==> src/rtl/updown.sv <==
// Loadable up/down counter with synchronous reset; priority is reset, load, count.
// Define UPDOWN_SATURATE_EN to clamp at the end values instead of wrapping.
module updown #(
  parameter int WIDTH = 4
) (
  input  logic             clock,
  input  logic             reset,
  input  logic [WIDTH-1:0] din,
  input  logic             load,
  input  logic             up_down,
  output logic [WIDTH-1:0] count
);

  localparam logic [WIDTH-1:0] ONE  = WIDTH'(1);
  localparam logic [WIDTH-1:0] MAXV = '1;

  logic at_max, at_min;
  assign at_max = (count == MAXV);
  assign at_min = (count == '0);

  always_ff @(posedge clock) begin
    if (reset) begin
      count <= '0;
    end else if (load) begin
      count <= din;
    end else if (up_down) begin
`ifdef UPDOWN_SATURATE_EN
      if (!at_max) count <= count + ONE;
`else
      count <= count + ONE;
`endif
    end else begin
`ifdef UPDOWN_SATURATE_EN
      if (!at_min) count <= count - ONE;
`else
      count <= count - ONE;
`endif
    end
  end

  // End-value flags are only consumed by the saturating build.
  logic unused_flags;
  assign unused_flags = at_max ^ at_min;

endmodule

==> config.mk <==
export PLATFORM = sky130hd
export DESIGN_NAME = updown
export DESIGN_NICKNAME = d
export VERILOG_FILES = /design/src/rtl/updown.sv
export SDC_FILE = /design/constraint.sdc
export NUM_CORES = 1
export LEC_CHECK = 0
export ABC_CLOCK_PERIOD_IN_PS = 3350
export BUFFER_PORTS_ARGS = -buffer_cell sky130_fd_sc_hd__buf_2
export CAP_MARGIN = 20
export CORE_AREA = 2 2 39 41
export CTS_BUF_LIST = sky130_fd_sc_hd__clkbuf_4
export CTS_CLUSTER_DIAMETER = 80
export DETAILED_ROUTE_END_ITERATION = 8
export DIE_AREA = 0 0 41 43
export GPL_TIMING_DRIVEN = 0
export PLACE_DENSITY = 0.39
export SLEW_MARGIN = 20
export SYNTH_ARGS = -nofsm -noshare
export SYNTH_HDL_FRONTEND = slang
export SYNTH_SLANG_ARGS = --single-unit
==> constraint.sdc <==
create_clock -name clock -period 3.35 [get_ports clock]
set_clock_uncertainty 0.2 [all_clocks]
set_input_delay 0.1675 -clock clock [delete_from_list [all_inputs] [get_ports clock]]
set_output_delay 0.1675 -clock clock [all_outputs]
set_load 0.02 [all_outputs]
After elaboration in Yosys (flattened, before gate mapping)
Index checks and enable logic that the tools add are counted.
- add/sub/neg operators: 2
- bitwise operators: 0
- order comparisons: 0
- divide/modulo/power cells: 0
- mux-type cells: 2
- equality and inequality tests: 0
- $mul: 0
- reduce and logical (&&, ||, !) cells: 0
- shift operators: 0
- operator list (cell ; number):
    $mux W4 ; 2
    $add A4 B1 Y4 const B ; 1
    $sub A4 B1 Y4 const B ; 1
- bits of input ports: 8
- latch bits: 0
- register bits: 4
- memories kept: 0
- bits in read-only memories: 0
- bits in writable memories: 0
- logic and storage cells: 5

Depth between registers and ports, before layout
- depth in word-level cells: 3
- depth in mapped cells: 5

Worst setup path after synthesis
OpenSTA, ideal clock, no wires.
- kind: flip-flop to flip-flop
- from: register count[2]
- to: register count[3]
- required time: 3.077 ns
- data arrival time: 1.251 ns
- stages on the path, launching flop included: 5
- setup time: 0.073 ns
- slack: 1.826 ns
- buffers on the path: 0
- cells stage by stage: dfxtp_1 ha_1 a21oi_1 a2111o_1 o211ai_2
- longest elaborated chain between the ends: 3
- elaborated cells between the ends (all ways): 4
- classes of those cells: add/sub (2); mux (2)
- RTL lines (what ; line ; RTL):
    start, declared ; 11 ; output logic [WIDTH-1:0] count
    start signal, assigned ; 25 ; count <= din;
    start signal, assigned ; 30 ; count <= count + ONE;
    start signal, assigned ; 36 ; count <= count - ONE;
    $sub A4 B1 Y4 or $add A4 B1 Y4 (tied branches) ; 36, 30 ;
    $mux W4 * ; 26 ; end else if (up_down) begin
    $mux W4 * ; 24 ; end else if (load) begin
Mark *: on every way between the ends. The rest lies on a longest branch, timed or not.
A chain may end at the register's enable or synchronous reset.

Worst setup path in the final report
- from: register count[0]
- to: register count[2]
Same word-level chain as after synthesis.

==> results list <==
* Deepest level of the CTS H-tree: 1
- Cts bufs inserted: 3
* Total half-perimeter wirelength after legalization and detailed placement: 452 µm
- In the final routed layout, each cell accounts on average for slightly below 10 µm.
- Antenna diode count: 0
* CTS sink count: 4
- Synth Register Bits: 4
- The detailed router finished its first iteration with 0 violations.
- Hold violation total from the final report: 0
* Post-route fraction of the period consumed by the critical path: between 50% and 60%
* Final setup violation count: 0
- The die covers roughly 1800 µm².
* Highest attainable clock frequency: a little over 500 MHz
- Relative to the synthesized area, the layout overhead comes to 62.2%.
* Most flop-heavy register: count
- Sum of negative setup slack: 0 ps
- STA puts the critical path data required time at around 3300 ps.
- For this configuration, the core starts out at a cell density of between 10% and 20%.
- Worst Hold Class: input pin to register
- Leakage: a little under 0.0002 µW
- Share of final-layout standard cells stronger than drive strength 1: between 30% and 40%
* Wire length reported by the detailed router: between 500 and 600 µm
- Vias in the first global route: between 200 and 300
- By startpoint and endpoint, the worst setup path is classified as register to register.
- Die Span Y: approximately 43 µm
- Across the run, the number of max-cap violations was 0.
* Post-synth net total: 36
- Count of unique library cells instantiated by Yosys: 15
* Pins over their slew limit: 0
* DRC violations left: 0
* FP Rows: 14
- For the worst flop-to-flop path, the logic depth is 5.
* Area of all placed cells without fillers: around 400 µm²
- In this run the count of I/O pins placed on the die edge is 12.
- After synthesis, the share of flip-flops with an asynchronous set or reset is 0%.
- Input and output buffers added on the ports amount to 10.
- Final min period: 1960 ps
- Start point of the critical path: count[0]$_SDFF_PP0_
- Number of inserted filler cells in the final layout: between 150 and 200
- Global-route wire length before repair: slightly above 1000 µm
* TritonCTS clock tree: done
* Critical Path Source Type: register
- The longest clock path from root to sink contains 2 buffers.
- The slowest stage of the critical path is the sky130_fd_sc_hd__dlygate4sd3_1 cell.
* Actual transition at the worst max-transition pin: roughly 180 ps
* Portion of the post-synthesis area used by sequential elements: between 30% and 40%
- Setup slack on the worst flop-to-flop path: around 1400 ps
- RePlAce Congestion: 0.642
- Clock Latency Late Sink: around 230 ps
- The worst setup path is captured at a register.
* Placeable core region: 1380 µm²
* Total iterations of the first detailed-routing run: 1
- Worst slew margin relative to its limit: 87.6%
* Total number of vias: ~250
- Entering global routing, the biggest net connects 8 pins.
- Power spread over the standard cell area amounts to 418 nW/µm².
* Main flop type after synthesis: sky130_fd_sc_hd__dfxtp_1
* Hold WS: about 21 ps
* Cell Area, Placed: between 300 and 400 µm²
- The Yosys step of the flow raised 0 warnings.
- Total number of nets in the final design: 57
- Critical path peak fanout: 4
- Setup repair after global routing left no endpoint under its margin.
- Die X-Extent: just over 40 µm
- On the worst path, the slowest cell contributes a delay of 540 ps.
* FF-to-FF Start: count[0]$_SDFF_PP0_
- Aggregate global-route resource usage: about 9.1%
- Worst Path Buf+Inv: 1
- The cell area that synthesis handed to floorplanning was ~250 µm².
- The number of antenna violations at the first check in global routing was 0.
- Global routing finished with a remaining overflow of 0.
- Number of gates on the worst path with buffers counted: 5
- Hold Path Cell Cnt: 3
- Endpoint of the worst-slack reg-to-reg timing path: count[2]$_SDFF_PP0_
- Cells after synthesis: 25
* Setup repair bufs after CTS: 0
- Outcome: finished clean
- Ratio of routed vias to standard cells: between 4 and 5
* Sequence of cells on the critical path: fa_1 -> xor2_1 -> mux2i_1 -> nor2_1 -> dlygate4sd3_1
- Clock root cell: sky130_fd_sc_hd__clkbuf_4
- After synthesis, the mean cell area works out to a little under 10 µm².
- The largest registers in the layout are count (4).
- Clock transition at the register clock pins on the worst setup and hold paths after CTS: approximately 40 ps
* End point of the critical path: count[2]$_SDFF_PP0_
* Worst Path Arrival: 1870 ps
- The detail route stage leaves a number of antenna-violating nets equal to 0.
- The register with the most flip-flops in the layout has 4 of them.
- Crit-path leading delay family: buffers and inverters
- The synthesized design contains 0 enable-type register cells.
- Across the VDD grid, the largest voltage drop is around 0.00014 V.
## routing by layer
| metal | share of wire [%] | global-route usage [%] | up-vias |
|---|---|---|---|
| met3 | 6.9 | 4.71 | 2 |
| met1 | 41 | 9.62 | 115 |
| met2 | 50 | 12.5 | 7 |
| li1 | - | - | 127 |
| met5 | 0 | 0 | - |
| met4 | 2.0 | 8.00 | 0 |
## how the worst min path moves through the flow
stage	start	endpoint	slack [ps]
after floorplan	reset	count[0]$_SDFF_PP0_	40
after global placement	din[0]	count[0]$_SDFF_PP0_	200
after detailed placement	din[0]	count[0]$_SDFF_PP0_	210
after CTS	din[3]	count[3]$_SDFF_PP0_	20
after global routing	din[3]	count[3]$_SDFF_PP0_	50
final	din[3]	count[3]$_SDFF_PP0_	20
## where the power goes
part | switching [µW] | internal [µW] | total (µW)
combinational | 24.9 | 25.7 | 50.6
sequential | 4.08 | 53.3 | 57.4
clock | 18.3 | 40.0 | 58.3
total | 47.3 | 119 | 166
## cells by family after synthesis
kind of cell,count (synthesis),share of synthesized area (%)
flip-flops,4,32.7
AND/OR/NAND/NOR,8,13.8
AO/OA/AOI/OAI,4,13.8
multiplexers,2,8.16
adder cells (fa/ha/maj),3,18.4
XOR/XNOR,2,7.14
buffers and inverters,2,6.12
## area by class of cell
type / instances / area [µm²] / area share [%]
tap: 16 / 20.0 / 5.03
timing repair buffer: 16 / 110 / 27.7
multi-input combinational: 19 / 150 / 37.7
buffer: 1 / 11.3 / 2.83
clock buffer: 3 / 22.5 / 5.66
sequential: 4 / 80.1 / 20.1
inverter: 1 / 3.75 / 0.943
## cell usage after synthesis (2+ instances only)
library cell / instances / area share [%]
sky130_fd_sc_hd__a21oi_1: 2 / 4.1
sky130_fd_sc_hd__mux2i_1: 2 / 8.2
sky130_fd_sc_hd__dfxtp_1: 4 / 33
sky130_fd_sc_hd__nor2_1: 5 / 7.7
sky130_fd_sc_hd__ha_1: 2 / 10
## stage by stage
| step | worst slack [ps] | instances | utilization (%) | total power [µW] |
|---|---|---|---|---|
| after floorplan | 1830 | 25 | - | 87.0 |
| after global placement | 1810 | 51 | 22.8 | 99.8 |
| after detailed placement | 1800 | 51 | 22.8 | 102 |
| after CTS | 1390 | 60 | 28.8 | 169 |
| after global routing | 1300 | 60 | 28.8 | 181 |
| final | 1390 | 60 | 28.8 | 166 |
## worst min-delay path: stages
cell,delay [ps]
sky130_fd_sc_hd__buf_2,90
sky130_fd_sc_hd__nand2_1,70
sky130_fd_sc_hd__o211ai_2,70
## what timing repair did
item,CTS,global route
resized for setup,0,0
hold buffers,6,0
hold endpoints to repair,3,0
## placed cells by master (no fill, tap or decap)
master	count
sky130_fd_sc_hd__ha_1	2
sky130_fd_sc_hd__a2111o_1	1
sky130_fd_sc_hd__a21oi_1	2
sky130_fd_sc_hd__nand2_1	1
sky130_fd_sc_hd__nand4_1	1
sky130_fd_sc_hd__buf_6	1
sky130_fd_sc_hd__mux2i_1	2
sky130_fd_sc_hd__nand3_1	1
sky130_fd_sc_hd__o211ai_2	1
sky130_fd_sc_hd__clkbuf_4	3
sky130_fd_sc_hd__dlygate4sd3_1	6
sky130_fd_sc_hd__nor2_1	5
sky130_fd_sc_hd__xor2_1	1
sky130_fd_sc_hd__fa_1	1
sky130_fd_sc_hd__dfxtp_1	4
sky130_fd_sc_hd__xnor2_1	1
sky130_fd_sc_hd__buf_2	10
sky130_fd_sc_hd__inv_1	1
Power figures use the tool's default switching activity.
